`config.mk`:
```
export PLATFORM = sky130hd
export DESIGN_NAME = buffer_arbiter_flat
export DESIGN_NICKNAME = d
export VERILOG_FILES = /design/src/rtl/buffer_arbiter_if.sv /design/src/rtl/buffer_arbiter.sv /design/src/flat_wrapper.sv
export SDC_FILE = /design/constraint.sdc
export NUM_CORES = 1
export LEC_CHECK = 0
export ABC_CLOCK_PERIOD_IN_PS = 6650
export CORE_AREA = 4 4 129 131
export DETAILED_ROUTE_END_ITERATION = 10
export DIE_AREA = 0 0 133 135
export GPL_ROUTABILITY_DRIVEN = 1
export PLACE_DENSITY = 0.62
export RECOVER_POWER = 100
export REMOVE_ABC_BUFFERS = 1
export SLEW_MARGIN = 40
export SYNTH_ARGS = -nofsm -noshare
export SYNTH_HDL_FRONTEND = slang
export SYNTH_SLANG_ARGS = --single-unit
```
`constraint.sdc`:
```
create_clock -name clk -period 6.65 [get_ports clk]
set_clock_uncertainty 0.2 [all_clocks]
set_input_delay 1.33 -clock clk [delete_from_list [all_inputs] [get_ports clk]]
set_output_delay 1.33 -clock clk [all_outputs]
set_load 0.1 [all_outputs]
```
`src/rtl/buffer_arbiter_if.sv`:
```
// Bundle between the input buffers, the arbiter and the output link.
// The slave view is the arbiter; the master view is whatever owns the buffers and the link.
interface buffer_arbiter_if #(
  parameter int num_ports    = 4,
  parameter int buffer_width = 64
);
  logic [num_ports-1:0]              empty;
  logic [num_ports*buffer_width-1:0] in_data;
  logic [num_ports-1:0]              consume;
  logic                              credit_in;
  logic [buffer_width-1:0]           out_data;
  logic                              out_valid;
  logic [num_ports-1:0]              grant;

  modport master (
    output empty, in_data, credit_in,
    input  consume, out_data, out_valid, grant
  );

  modport slave (
    input  empty, in_data, credit_in,
    output consume, out_data, out_valid, grant
  );
endinterface

```
`src/rtl/buffer_arbiter.sv`:
```
// Round-robin, packet-locked arbiter that moves flits from several input buffers
// onto one credit-controlled output link. A packet owns the link from its grant
// until its tail flit has been forwarded.
module buffer_arbiter #(
  parameter int num_ports    = 4,
  parameter int buffer_width = 64,
  parameter int credit_max   = 8
) (
  input logic             clk,
  input logic             rst,
  buffer_arbiter_if.slave bus
);
  localparam int pw = (num_ports > 1) ? $clog2(num_ports) : 1;
  localparam int cw = $clog2(credit_max + 1);
  localparam logic [pw-1:0] last_port   = pw'(num_ports - 1);
  localparam logic [cw-1:0] credit_full = cw'(credit_max);

  typedef enum logic {IDLE, LOCK} state_t;

  state_t                  state_reg, state_next;
  logic [num_ports-1:0]    grant_reg, grant_next;
  logic [pw-1:0]           last_grant_reg, last_grant_next;
  logic [cw-1:0]           credit_reg, credit_next;
  logic                    out_valid_reg;

  logic [num_ports-1:0]    consume_sel;
  logic                    any_consume;
  logic                    have_credit;
  logic                    tail_seen;
  logic [buffer_width-1:0] slice_data [num_ports];
  logic [buffer_width-1:0] out_data_mux;

  logic                    rr_found;
  logic [pw-1:0]           rr_index;
  logic [pw-1:0]           rr_cand;
  logic [num_ports-1:0]    rr_onehot;

  // Split the flat input bus into one word per buffer.
  for (genvar gi = 0; gi < num_ports; gi++) begin : g_slice
    assign slice_data[gi] = bus.in_data[gi*buffer_width +: buffer_width];
  end

  // Output word follows the granted buffer directly; nothing granted gives zero.
  always_comb begin
    out_data_mux = '0;
    for (int i = 0; i < num_ports; i++) begin
      if (grant_reg[i]) begin
        out_data_mux = out_data_mux | slice_data[i];
      end
    end
  end

  assign have_credit = (credit_reg != '0);
  assign tail_seen   = out_valid_reg && out_data_mux[buffer_width-1];

  // Round-robin search starting just after the previous owner, wrapping to port 0.
  always_comb begin
    rr_found  = 1'b0;
    rr_index  = last_grant_reg;
    rr_cand   = '0;
    rr_onehot = '0;
    for (int k = 1; k <= num_ports; k++) begin
      rr_cand = pw'((int'(last_grant_reg) + k) % num_ports);
      if (!rr_found && !bus.empty[rr_cand]) begin
        rr_found = 1'b1;
        rr_index = rr_cand;
      end
    end
    rr_onehot[rr_index] = rr_found;
  end

  // Next state, grant and read strobes. Once the tail is on the link no further
  // read is issued, so the following packet in the same buffer waits for a new grant.
  always_comb begin
    state_next      = state_reg;
    grant_next      = grant_reg;
    last_grant_next = last_grant_reg;
    consume_sel     = '0;
    case (state_reg)
      IDLE: begin
        if (have_credit && rr_found) begin
          grant_next      = rr_onehot;
          last_grant_next = rr_index;
          state_next      = LOCK;
        end
      end
      LOCK: begin
        if (tail_seen) begin
          grant_next = '0;
          state_next = IDLE;
        end else if (have_credit) begin
          consume_sel = grant_reg & ~bus.empty;
        end
      end
      default: begin
        grant_next = '0;
        state_next = IDLE;
      end
    endcase
    // No buffer is popped while in reset, so an interrupted flit is never lost in flight.
    if (!rst) begin
      consume_sel = '0;
    end
  end

  assign any_consume = |consume_sel;

  // Credit accounting: a read spends a slot, a returned credit refunds one, both cancel.
  always_comb begin
    credit_next = credit_reg;
    if (any_consume && !bus.credit_in) begin
      credit_next = credit_reg - cw'(1);
    end else if (!any_consume && bus.credit_in && (credit_reg != credit_full)) begin
      credit_next = credit_reg + cw'(1);
    end
  end

  // Arbitration state register; last owner resets to the highest port so port 0 wins first.
  always_ff @(posedge clk) begin
    if (!rst) begin
      state_reg      <= IDLE;
      grant_reg      <= '0;
      last_grant_reg <= last_port;
    end else begin
      state_reg      <= state_next;
      grant_reg      <= grant_next;
      last_grant_reg <= last_grant_next;
    end
  end

  // Credit counter and the one-cycle buffer read latency for out_valid.
  always_ff @(posedge clk) begin
    if (!rst) begin
      credit_reg    <= credit_full;
      out_valid_reg <= 1'b0;
    end else begin
      credit_reg    <= credit_next;
      out_valid_reg <= any_consume;
    end
  end

  assign bus.consume   = consume_sel;
  assign bus.grant     = grant_reg;
  assign bus.out_valid = out_valid_reg;
  assign bus.out_data  = out_data_mux;

endmodule

```
`src/flat_wrapper.sv`:
```
// flat-port wrapper written by rule: the top's interface ports become plain ports
module buffer_arbiter_flat 
#(
  parameter int num_ports    = 4,
  parameter int buffer_width = 64,
  parameter int credit_max   = 8
)
  (clk, rst, bus_empty, bus_in_data, bus_credit_in, bus_consume, bus_out_data, bus_out_valid, bus_grant);
  buffer_arbiter_if #(.num_ports(num_ports), .buffer_width(buffer_width)) bus_i ();
  input logic clk;
  input logic rst;
  input wire logic [$bits(bus_i.empty)-1:0] bus_empty;
  input wire logic [$bits(bus_i.in_data)-1:0] bus_in_data;
  input wire logic [$bits(bus_i.credit_in)-1:0] bus_credit_in;
  output wire logic [$bits(bus_i.consume)-1:0] bus_consume;
  output wire logic [$bits(bus_i.out_data)-1:0] bus_out_data;
  output wire logic [$bits(bus_i.out_valid)-1:0] bus_out_valid;
  output wire logic [$bits(bus_i.grant)-1:0] bus_grant;
  assign bus_i.empty = bus_empty;
  assign bus_i.in_data = bus_in_data;
  assign bus_i.credit_in = bus_credit_in;
  assign bus_consume = bus_i.consume;
  assign bus_out_data = bus_i.out_data;
  assign bus_out_valid = bus_i.out_valid;
  assign bus_grant = bus_i.grant;
  buffer_arbiter #(.num_ports(num_ports), .buffer_width(buffer_width), .credit_max(credit_max)) u_core (.clk(clk), .rst(rst), .bus(bus_i));
endmodule
```
==> results of run 1 <==
## synthesized netlist by cell type (2+ instances only)
| master | count |
|---|---|
| a22oi_1 | 128 |
| a21o_2 | 2 |
| inv_1 | 5 |
| o21ai_0 | 3 |
| a21oi_1 | 6 |
| a2bb2oi_1 | 2 |
| ha_1 | 2 |
| clkbuf_1 | 18 |
| and4_1 | 2 |
| o211ai_1 | 2 |
| nor2b_1 | 2 |
| dfxtp_1 | 12 |
| and2_1 | 2 |
| buf_1 | 10 |
| nor2_1 | 10 |
| xor2_1 | 2 |
| mux2i_1 | 2 |
| nand2_1 | 75 |
| nand2b_1 | 8 |
## power by group through the flow
| stage | combinational (mW) | sequential, mW | clock [mW] |
|---|---|---|---|
| after floorplan | 0.687 | 0.135 | 0 |
| after global placement | 1.10 | 0.0894 | 0 |
| after detailed placement | 1.03 | 0.0898 | 0 |
| after CTS | 1.03 | 0.0887 | 0.126 |
| after global routing | 1.04 | 0.0896 | 0.129 |
| final | 1.01 | 0.0886 | 0.125 |
## per-stage QoR
step	hold WS, ns	instances	power, mW	area (um^2)
after global routing	0.336	845	1.26	5270
final	0.305	845	1.22	5270
after CTS	0.314	845	1.25	5390
after floorplan	0.285	286	0.822	2000
after global placement	0.293	841	1.19	5650
after detailed placement	0.310	841	1.12	5300
## worst paths after layout
path / start / to / slack [ns] / cells past startpoint
worst max-delay path: bus_in_data[191] / bus_consume[3] / 1.60 / 7
worst min-delay path: u_core.bus.grant[0] / u_core.bus.grant[0] / 0.31 / 2
worst max register to register: u_core.bus.grant[2] / u_core.credit_reg[3] / 3.28 / 11
worst min register to register: u_core.bus.grant[0] / u_core.bus.grant[0] / 0.31 / 2
## worst reg2reg max path, delay by kind of cell, from the launching register on
kind	cells	cell delay [ns]
simple gates	3	1.21
compound gates	4	0.76
mux	2	0.42
flops	1	0.35
fa+ha+maj	1	0.22
buf+inv	1	0.09
## kinds of logic after synthesis
kind of cell	Yosys count	synth area share, %
simple gates	112	24.7
mux	5	2.71
flops	12	11.3
xor+xnor	2	0.826
fa+ha+maj	3	2.12
compound gates	147	51.9
buf+inv	35	6.43
## metal layers
metal / up-vias / track usage [%]
met5: - / 0
met4: 0 / 2.14
met3: 10 / 3.58
met2: 168 / 29.0
met1: 1796 / 19.7
li1: 1856 / -
## area by class of cell
class	instances	area, um^2
fill	1652	10300
inverter	5	18.8
timing repair buffer	339	2930
tap	216	270
multi-input combinational	269	1720
clock buffer	4	88.8
sequential	12	245
==> metrics.txt, run 1 <==
CP arrival 3.52 ns; sequential power share 7.3%; Rows 46; clk_lat worst skew 0.24 ns; Fmax achieved 198 MHz; Pins Over Slew Limit 0; die area 18000 um^2; Hold Path Class flop to flop; Worst Tran Pin Value 1.27 ns; maximum vdd drop 0.000170 V; share of Yosys cell area claimed by the top area cell type 45.3%; Iter 0 DRT Violations 312; synthesis-stage register bit count 12; Die Wd 133 um; clock share of power 10.2%; number of diodes 0; Synth Cell Area 2120 um^2; post-synthesis sequential area ratio 11.3%; Via Count 3830; startpoint types input port; leak pwr 2.02 nW; Worst Setup Path Type input port to output port; Comb pwr share 82.5%; Reg clk slew, reported paths 0.04 ns; H-tree levels 1; commonest non-fill, non-tap cell in the layout clkdlybuf4s50_1; die height 135 um; hpwl dp 13.1 mm; met1 WL 6.44 mm; WL/cell 19.1 um; Post-Syn Area per Cell 6.71 um^2; Initial Util 13.6%; met2 routed WL 8.23 mm; Final TNS setup 0 ns; Crit path max-delay family buffers and inverters; first-pass GRT wire length 22.8 mm; Synth Flop Type dfxtp_1; most frequent cells in the layout clkdlybuf4s50_1 (260), a22oi_1 (128), nand2_1 (75), clkbuf_1 (69), nor2_1 (10); WL met3 1.27 mm; CTS root buffer clkbuf_16; # Post-CTS Setup Buffers 0; CTS Hold Bufs 0; period utilization 76.0%; cell taking the most area after synthesis a22oi_1; Post-CTS Resized 0; final RePlAce weighted congestion 0.835; Switching Fraction 67.0%; setup violators final 0; RSZ-0062 raised after global routing no; final hold vios 0; gr ovfl total 0; Routed Antenna Nets 0; vias per cell 4.53; worst path cell trace clkdlybuf4s50_1 -> a22oi_1 -> nand2_1 -> nand2_1 -> nand4_1 -> nor2_1 -> clkbuf_1; Area contributors post-synth a22oi_1 (45%), nand2_1 (13%), dfxtp_1 (11%); crit path max fanout 4; cell repeated most along the worst path nand2_1; DRC 0; CP peak stage delay 0.93 ns; TritonCTS clock tree done; Setup crit end kind output port; status finished clean; max layer used met4; final worst slack 1.60 ns; Critical Path Slowest Stage Cell clkbuf_1; share of layout cells above drive strength 1 3.66%; I/O Buffers 335; synth warn 0; Worst slew margin 15.8%; first-pass iteration count of the detailed router 6; antenna violations before repair 0; P_sw 0.817 mW; pin count of the biggest net entering global routing 64; Post-Route Utilization 33.8%; Min Clock Period, post-route 5.05 ns; number of flops mapped to enable cells by yosys 0; vias in the first global route 3799; Yosys cell types 42; dpl ws 2.16 ns; post-synthesis cell count 316; Layout Nets 896; ys async rst share 0%; TritonCTS Buffers 3; Core Region 15600 um^2; Sink Count 12; P per Cell Area 231 nW/um^2; GRT Total Usage 15.9%; CP Buf/Inv Count 2; IO Pins 336; # Max-Cap Violations 0; area grow syn2layout 149%; Int Power 0.403 mW; CTS max path bufs 2; final wirelength 16.1 mm; worst path required time 5.12 ns
Power figures use the tool's default switching activity.
==> run 2, diff against run 1 <==
--- a/config.mk
+++ b/config.mk
@@ -5,12 +5,12 @@
 export SDC_FILE = /design/constraint.sdc
 export NUM_CORES = 1
 export LEC_CHECK = 0
-export ABC_CLOCK_PERIOD_IN_PS = 6650
-export CORE_AREA = 4 4 129 131
+export ABC_CLOCK_PERIOD_IN_PS = 4700
+export CORE_AREA = 4 4 127 129
 export DETAILED_ROUTE_END_ITERATION = 10
-export DIE_AREA = 0 0 133 135
+export DIE_AREA = 0 0 131 133
 export GPL_ROUTABILITY_DRIVEN = 1
-export PLACE_DENSITY = 0.62
+export PLACE_DENSITY = 0.63
 export RECOVER_POWER = 100
 export REMOVE_ABC_BUFFERS = 1
 export SLEW_MARGIN = 40
==> constraint.sdc (replaced) <==
create_clock -name clk -period 4.7 [get_ports clk]
set_clock_uncertainty 0.2 [all_clocks]
set_input_delay 0.94 -clock clk [delete_from_list [all_inputs] [get_ports clk]]
set_output_delay 0.94 -clock clk [all_outputs]
set_load 0.1 [all_outputs]
==> run 2 against run 1 <==
Against the previous run: sequential cell count did not move; sequential power up 75%; first-iteration DRC count decreased by 0.96%; routed wire length is 1.9% higher; critical path depth unchanged; design area grew 0.59%; die area down 3.0%; critical path type unchanged; highest routed layer unchanged; register-to-register slack got worse by 2.4 ns; setup slack lost 1.1 ns; via count up 0.16%.
==> metrics.txt, run 2 (synthesis results as in run 1) <==
P per Cell Area 330 nW/um^2 (+43%); IO Pins 336 (unchanged); vias in the first global route 3900 (+2.7%); leak pwr 2.16 nW (+7.0%); number of diodes 0 (unchanged); Worst slew margin 10.8% (-4.9 points); Via Count 3836 (+0.16%); area occupied by registers 241 um^2 (-1.5%); first-pass iteration count of the detailed router 5 (-1); Int Power 0.591 mW (+47%); Comb pwr share 81.2% (-1.3 points); Iter 0 DRT Violations 309 (-0.96%); die height 133 um (-1.5%); cell repeated most along the worst path nand2_1; number of fill cells 1600 (-3.1%); Fmax achieved 235 MHz; Setup crit end kind output port; gr ovfl total 0 (unchanged); final total power 1.75 mW (+43%); antenna violations before repair 0 (unchanged); period utilization 90.4%; crit path max fanout 4 (unchanged); Layout Nets 896 (unchanged); startpoint types input port; final RePlAce weighted congestion 0.881 (+5.6%); Min Clock Period, post-route 4.25 ns; CP peak stage delay 0.91 ns (-0.02 ns); dpl ws 0.613 ns (-1.55 ns); Core Region 15000 um^2 (-3.6%); TritonCTS clock tree done; Critical Path Slowest Stage Cell clkbuf_1; Post-DP Area 5430 um^2 (+2.4%); first-pass GRT wire length 22.8 mm (-0.15%); Sink Count 12 (unchanged); hpwl dp 13.6 mm (+3.5%); worst hold slack 0.336 ns (+0.0307 ns); final worst slack 0.450 ns (-1.15 ns); setup violators final 0 (unchanged); Worst Tran Pin Value 1.34 ns (+0.0667 ns); status finished clean; Crit path max-delay family buffers and inverters; commonest non-fill, non-tap cell in the layout clkdlybuf4s50_1; maximum vdd drop 0.000207 V (+22%); worst path required time 3.56 ns (-1.56 ns); CP arrival 3.11 ns (-0.41 ns); Pins Over Slew Limit 0 (unchanged); CTS max path bufs 2 (unchanged); I/O Buffers 335 (unchanged); Final TNS setup 0 ns (unchanged); final wirelength 16.4 mm (+1.9%); Die Wd 131 um (-1.5%); RSZ-0062 raised after global routing no; most frequent cells in the layout clkdlybuf4s50_1 (261), a22oi_1 (128), nand2_1 (75), clkbuf_2 (43), clkbuf_1 (26); Hold Path Class flop to flop; CP Buf/Inv Count 2 (unchanged); Initial Util 14.1% (+0.51 points); WL/cell 20.1 um (+5.4%); worst path cell trace clkdlybuf4s50_1 -> a22oi_1 -> nand2_1 -> nand2_1 -> nand4_1 -> nor2_1 -> clkbuf_1; share of layout cells above drive strength 1 10.2% (+6.5 points); H-tree levels 1 (unchanged); Rows 45 (-2.2%); post-route cell area 5300 um^2 (+0.59%); Routed Antenna Nets 0 (unchanged); Switching Fraction 66.2% (-0.74 points); # Post-CTS Setup Buffers 0 (unchanged); Post-CTS Resized 0 (unchanged); Reg clk slew, reported paths 0.04 ns (about the same); Multi-input gate area 1730 um^2 (+0.66%); CTS Hold Bufs 0 (unchanged); P_sw 1.16 mW (+42%); Worst Setup Path Type input port to output port; sequential power share 8.8% (+1.5 points); clock share of power 9.9% (-0.3 points); die area 17400 um^2 (-3.0%); area grow syn2layout 150%; pin count of the biggest net entering global routing 43 (-33%); final hold vios 0 (unchanged); # Max-Cap Violations 0 (unchanged); GRT Total Usage 16.6% (+0.67 points); CTS root buffer clkbuf_16; TritonCTS Buffers 3 (unchanged); vias per cell 4.70 (+3.6%); DRC 0 (unchanged); clk_lat worst skew 0.24 ns (about the same)
[run 2: power by group through the flow]
stage | sequential (mW) | clock [mW] | combinational (mW)
2_1_floorplan | 0.191 | 0 | 0.972
3_3_place_gp | 0.155 | 0 | 1.49
3_5_place_dp | 0.156 | 0 | 1.50
4_1_cts | 0.155 | 0.180 | 1.50
5_1_grt | 0.158 | 0.185 | 1.47
6_report | 0.155 | 0.174 | 1.42
[run 2: routing by layer]
layer	vias up	track usage [%]	routed length (um)
met2	195	30.2	8390
li1	1856	-	-
met1	1771	20.6	6520
met5	-	0	0
met3	14	3.07	1390
met4	0	2.00	140
[run 2: area by class of cell]
class | instances | area share (%)
Sequential cell | 12 | 4.55
Timing Repair Buffer | 339 | 56.4
Inverter | 5 | 0.354
Clock buffer | 4 | 1.68
Tap cell | 188 | 4.44
Multi-Input combinational cell | 269 | 32.6
[run 2: through the flow]
step	util [%]	std cells
finish	35.3	817
global route	35.3	817
CTS	36.7	817
detailed placement	36.1	813
global placement	36.3	813
floorplan	-	286
[run 2: worst register-to-register path, cell delays in order, from the launching register on]
cell	delay (ns)
dfxtp_1	1.20
nand2b_1	0.16
and4_1	0.27
nor3_4	0.31
or2b_1	0.30
inv_1	0.10
ha_1	0.23
a21o_2	0.21
a21oi_1	0.16
nor2b_1	0.15
mux2i_1	0.09
mux2_1	0.31
[run 2: final timing paths]
| path | startpoint | to | slack, ns | depth (start not counted) |
|---|---|---|---|---|
| setup / recovery | bus_in_data[191] | bus_consume[2] | 0.45 | 7 |
| hold reg to reg | u_core.state_reg | u_core.state_reg | 0.34 | 2 |
| setup reg to reg | u_core.bus.grant[1] | u_core.credit_reg[3] | 0.90 | 11 |
| hold / removal | u_core.state_reg | u_core.state_reg | 0.34 | 2 |
==> run 3, diff against run 2 <==
--- a/config.mk
+++ b/config.mk
@@ -6,11 +6,11 @@
 export NUM_CORES = 1
 export LEC_CHECK = 0
 export ABC_CLOCK_PERIOD_IN_PS = 4700
-export CORE_AREA = 4 4 127 129
+export CORE_AREA = 2 2 129 131
 export DETAILED_ROUTE_END_ITERATION = 10
 export DIE_AREA = 0 0 131 133
 export GPL_ROUTABILITY_DRIVEN = 1
-export PLACE_DENSITY = 0.63
+export PLACE_DENSITY = 0.61
 export RECOVER_POWER = 100
 export REMOVE_ABC_BUFFERS = 1
 export SLEW_MARGIN = 40
==> run 3 against run 2 <==
Against the previous run: the flow now finishes with violations (capacitance limit, slew limit); global-route usage decreased by 0.43 points; sequential share of layout area barely moved; critical endpoint is now bus_out_data[1]; register-to-register slack worse by 0.15 ns; fmax rose by 3.6%; die area did not move; core utilization decreased by 2.2 points; clock-buffer cell count stayed put; sequential cell count unchanged; via count rose by 1.4%.
==> metrics.txt, run 3 (synthesis results as in run 1) <==
hpwl dp 12.8 mm (-5.5%); # Max-Cap Violations 1 (+1); # Post-CTS Setup Buffers 0 (unchanged); Post-DP Area 5480 um^2 (+0.97%); Post-Route Utilization 33.1% (-2.2 points); antenna violations before repair 4 (+4); leak pwr 2.14 nW (-1.0%); dpl ws 0.576 ns (-0.0365 ns); GRT Total Usage 16.2% (-0.43 points); status finished with violations; CTS max path bufs 2 (unchanged); Via Count 3888 (+1.4%); Layout Nets 896 (unchanged); period utilization 87.3% (-3.2 points); Worst Setup Path Type flop to output port; crit path max fanout 36 (+32); area occupied by registers 245 um^2 (+1.6%); die area 17400 um^2 (unchanged); Setup crit end kind output port; worst path cell trace a22oi_1 -> nand2_1 -> clkbuf_1; Rows 47 (+4.4%); number of fill cells 1714 (+7.1%); number of diodes 0 (unchanged); Critical Path Slowest Stage Cell dfxtp_1; P per Cell Area 326 nW/um^2 (-1.3%); Die Wd 131 um (unchanged); first-pass iteration count of the detailed router 4 (-1); TritonCTS clock tree done; Initial Util 13.1% (-0.99 points); final hold vios 0 (unchanged); TritonCTS Buffers 3 (unchanged); Final TNS setup 0 ns (unchanged); Post-CTS Resized 0 (unchanged); vias in the first global route 3797 (-2.6%); final RePlAce weighted congestion 0.900 (+2.1%); H-tree levels 1 (unchanged); Worst Tran Pin Value 1.52 ns (+0.184 ns); Multi-input gate area 1740 um^2 (+0.43%); startpoint types flop; worst hold slack 0.346 ns (+0.0107 ns); CP peak stage delay 1.33 ns (+0.42 ns); vias per cell 4.58 (-2.5%); WL/cell 18.4 um (-8.3%); final wirelength 15.7 mm (-4.7%); Routed Antenna Nets 0 (unchanged); Core Region 16200 um^2 (+7.6%); Pins Over Slew Limit 37 (+37); clk_lat worst skew 0.24 ns (about the same); setup violators final 0 (unchanged); r2r worst-path depth 11 (unchanged); Min Clock Period, post-route 4.10 ns (-0.148 ns); first-pass GRT wire length 21.9 mm (-3.9%); worst path required time 3.56 ns (about the same); I/O Buffers 335 (unchanged); RSZ-0062 raised after global routing no; final worst slack 0.598 ns (+0.148 ns); failing checks capacitance limit, slew limit; gr ovfl total 0 (unchanged); most frequent cells in the layout clkdlybuf4s50_1 (261), a22oi_1 (128), nand2_1 (75), clkbuf_2 (35), clkbuf_1 (34); share of layout cells above drive strength 1 9.22% (-0.95 points); Hold Path Class flop to flop; Fmax achieved 244 MHz (+3.6%); maximum vdd drop 0.000133 V (-36%); CP arrival 2.96 ns (-0.15 ns); Sink Count 12 (unchanged); hold path cells 2 (unchanged); DRC 0 (unchanged); CTS Hold Bufs 0 (unchanged); Reg clk slew, reported paths 0.04 ns (about the same); pin count of the biggest net entering global routing 43 (unchanged); post-route cell area 5360 um^2 (+1.0%); die height 133 um (unchanged); area grow syn2layout 153%; IO Pins 336 (unchanged); Worst slew margin -1.45% (-12 points); Iter 0 DRT Violations 244 (-21%); CTS root buffer clkbuf_16; commonest non-fill, non-tap cell in the layout clkdlybuf4s50_1
## run 3: critical path: cells and delay by family (launching register included)
kind / cells / cell delay [ns]
buffers and inverters: 1 / 0.87
flip-flops: 1 / 1.33
AO/OA/AOI/OAI: 1 / 0.36
AND/OR/NAND/NOR: 1 / 0.16
## run 3: metrics by stage
step	cells	power [mW]
3_5_place_dp	845	1.65
6_report	849	1.74
5_1_grt	849	1.81
2_1_floorplan	286	1.16
3_3_place_gp	845	1.65
4_1_cts	849	1.84
## run 3: final timing paths
kind              slack (ns)                 start                   end
setup / recovery        0.60   u_core.bus.grant[0]       bus_out_data[1]
setup reg to reg        0.75   u_core.bus.grant[0]  u_core.credit_reg[3]
hold / removal          0.35  u_core.credit_reg[0]  u_core.credit_reg[0]
hold reg to reg         0.35  u_core.credit_reg[0]  u_core.credit_reg[0]
## run 3: report_power, final
group,switching [mW],internal (mW)
registers,0.0464,0.111
clock network,0.0471,0.129
logic,1.06,0.349
## run 3: routing by layer
layer / vias up / wire [um] / GRT usage [%]
met5: - / 50 / 0
met4: 8 / 165 / 2.36
met3: 19 / 1500 / 3.64
met2: 205 / 7780 / 29.4
met1: 1796 / 6170 / 19.5
li1: 1860 / - / -
## run 3: layout make-up
type                       instances  area share (%)
timing repair buffer             339            55.9
multi-input combinational        269            32.4
tap                              220            5.14
sequential                        12            4.58
clock buffer                       4            1.66
inverter                           5           0.350
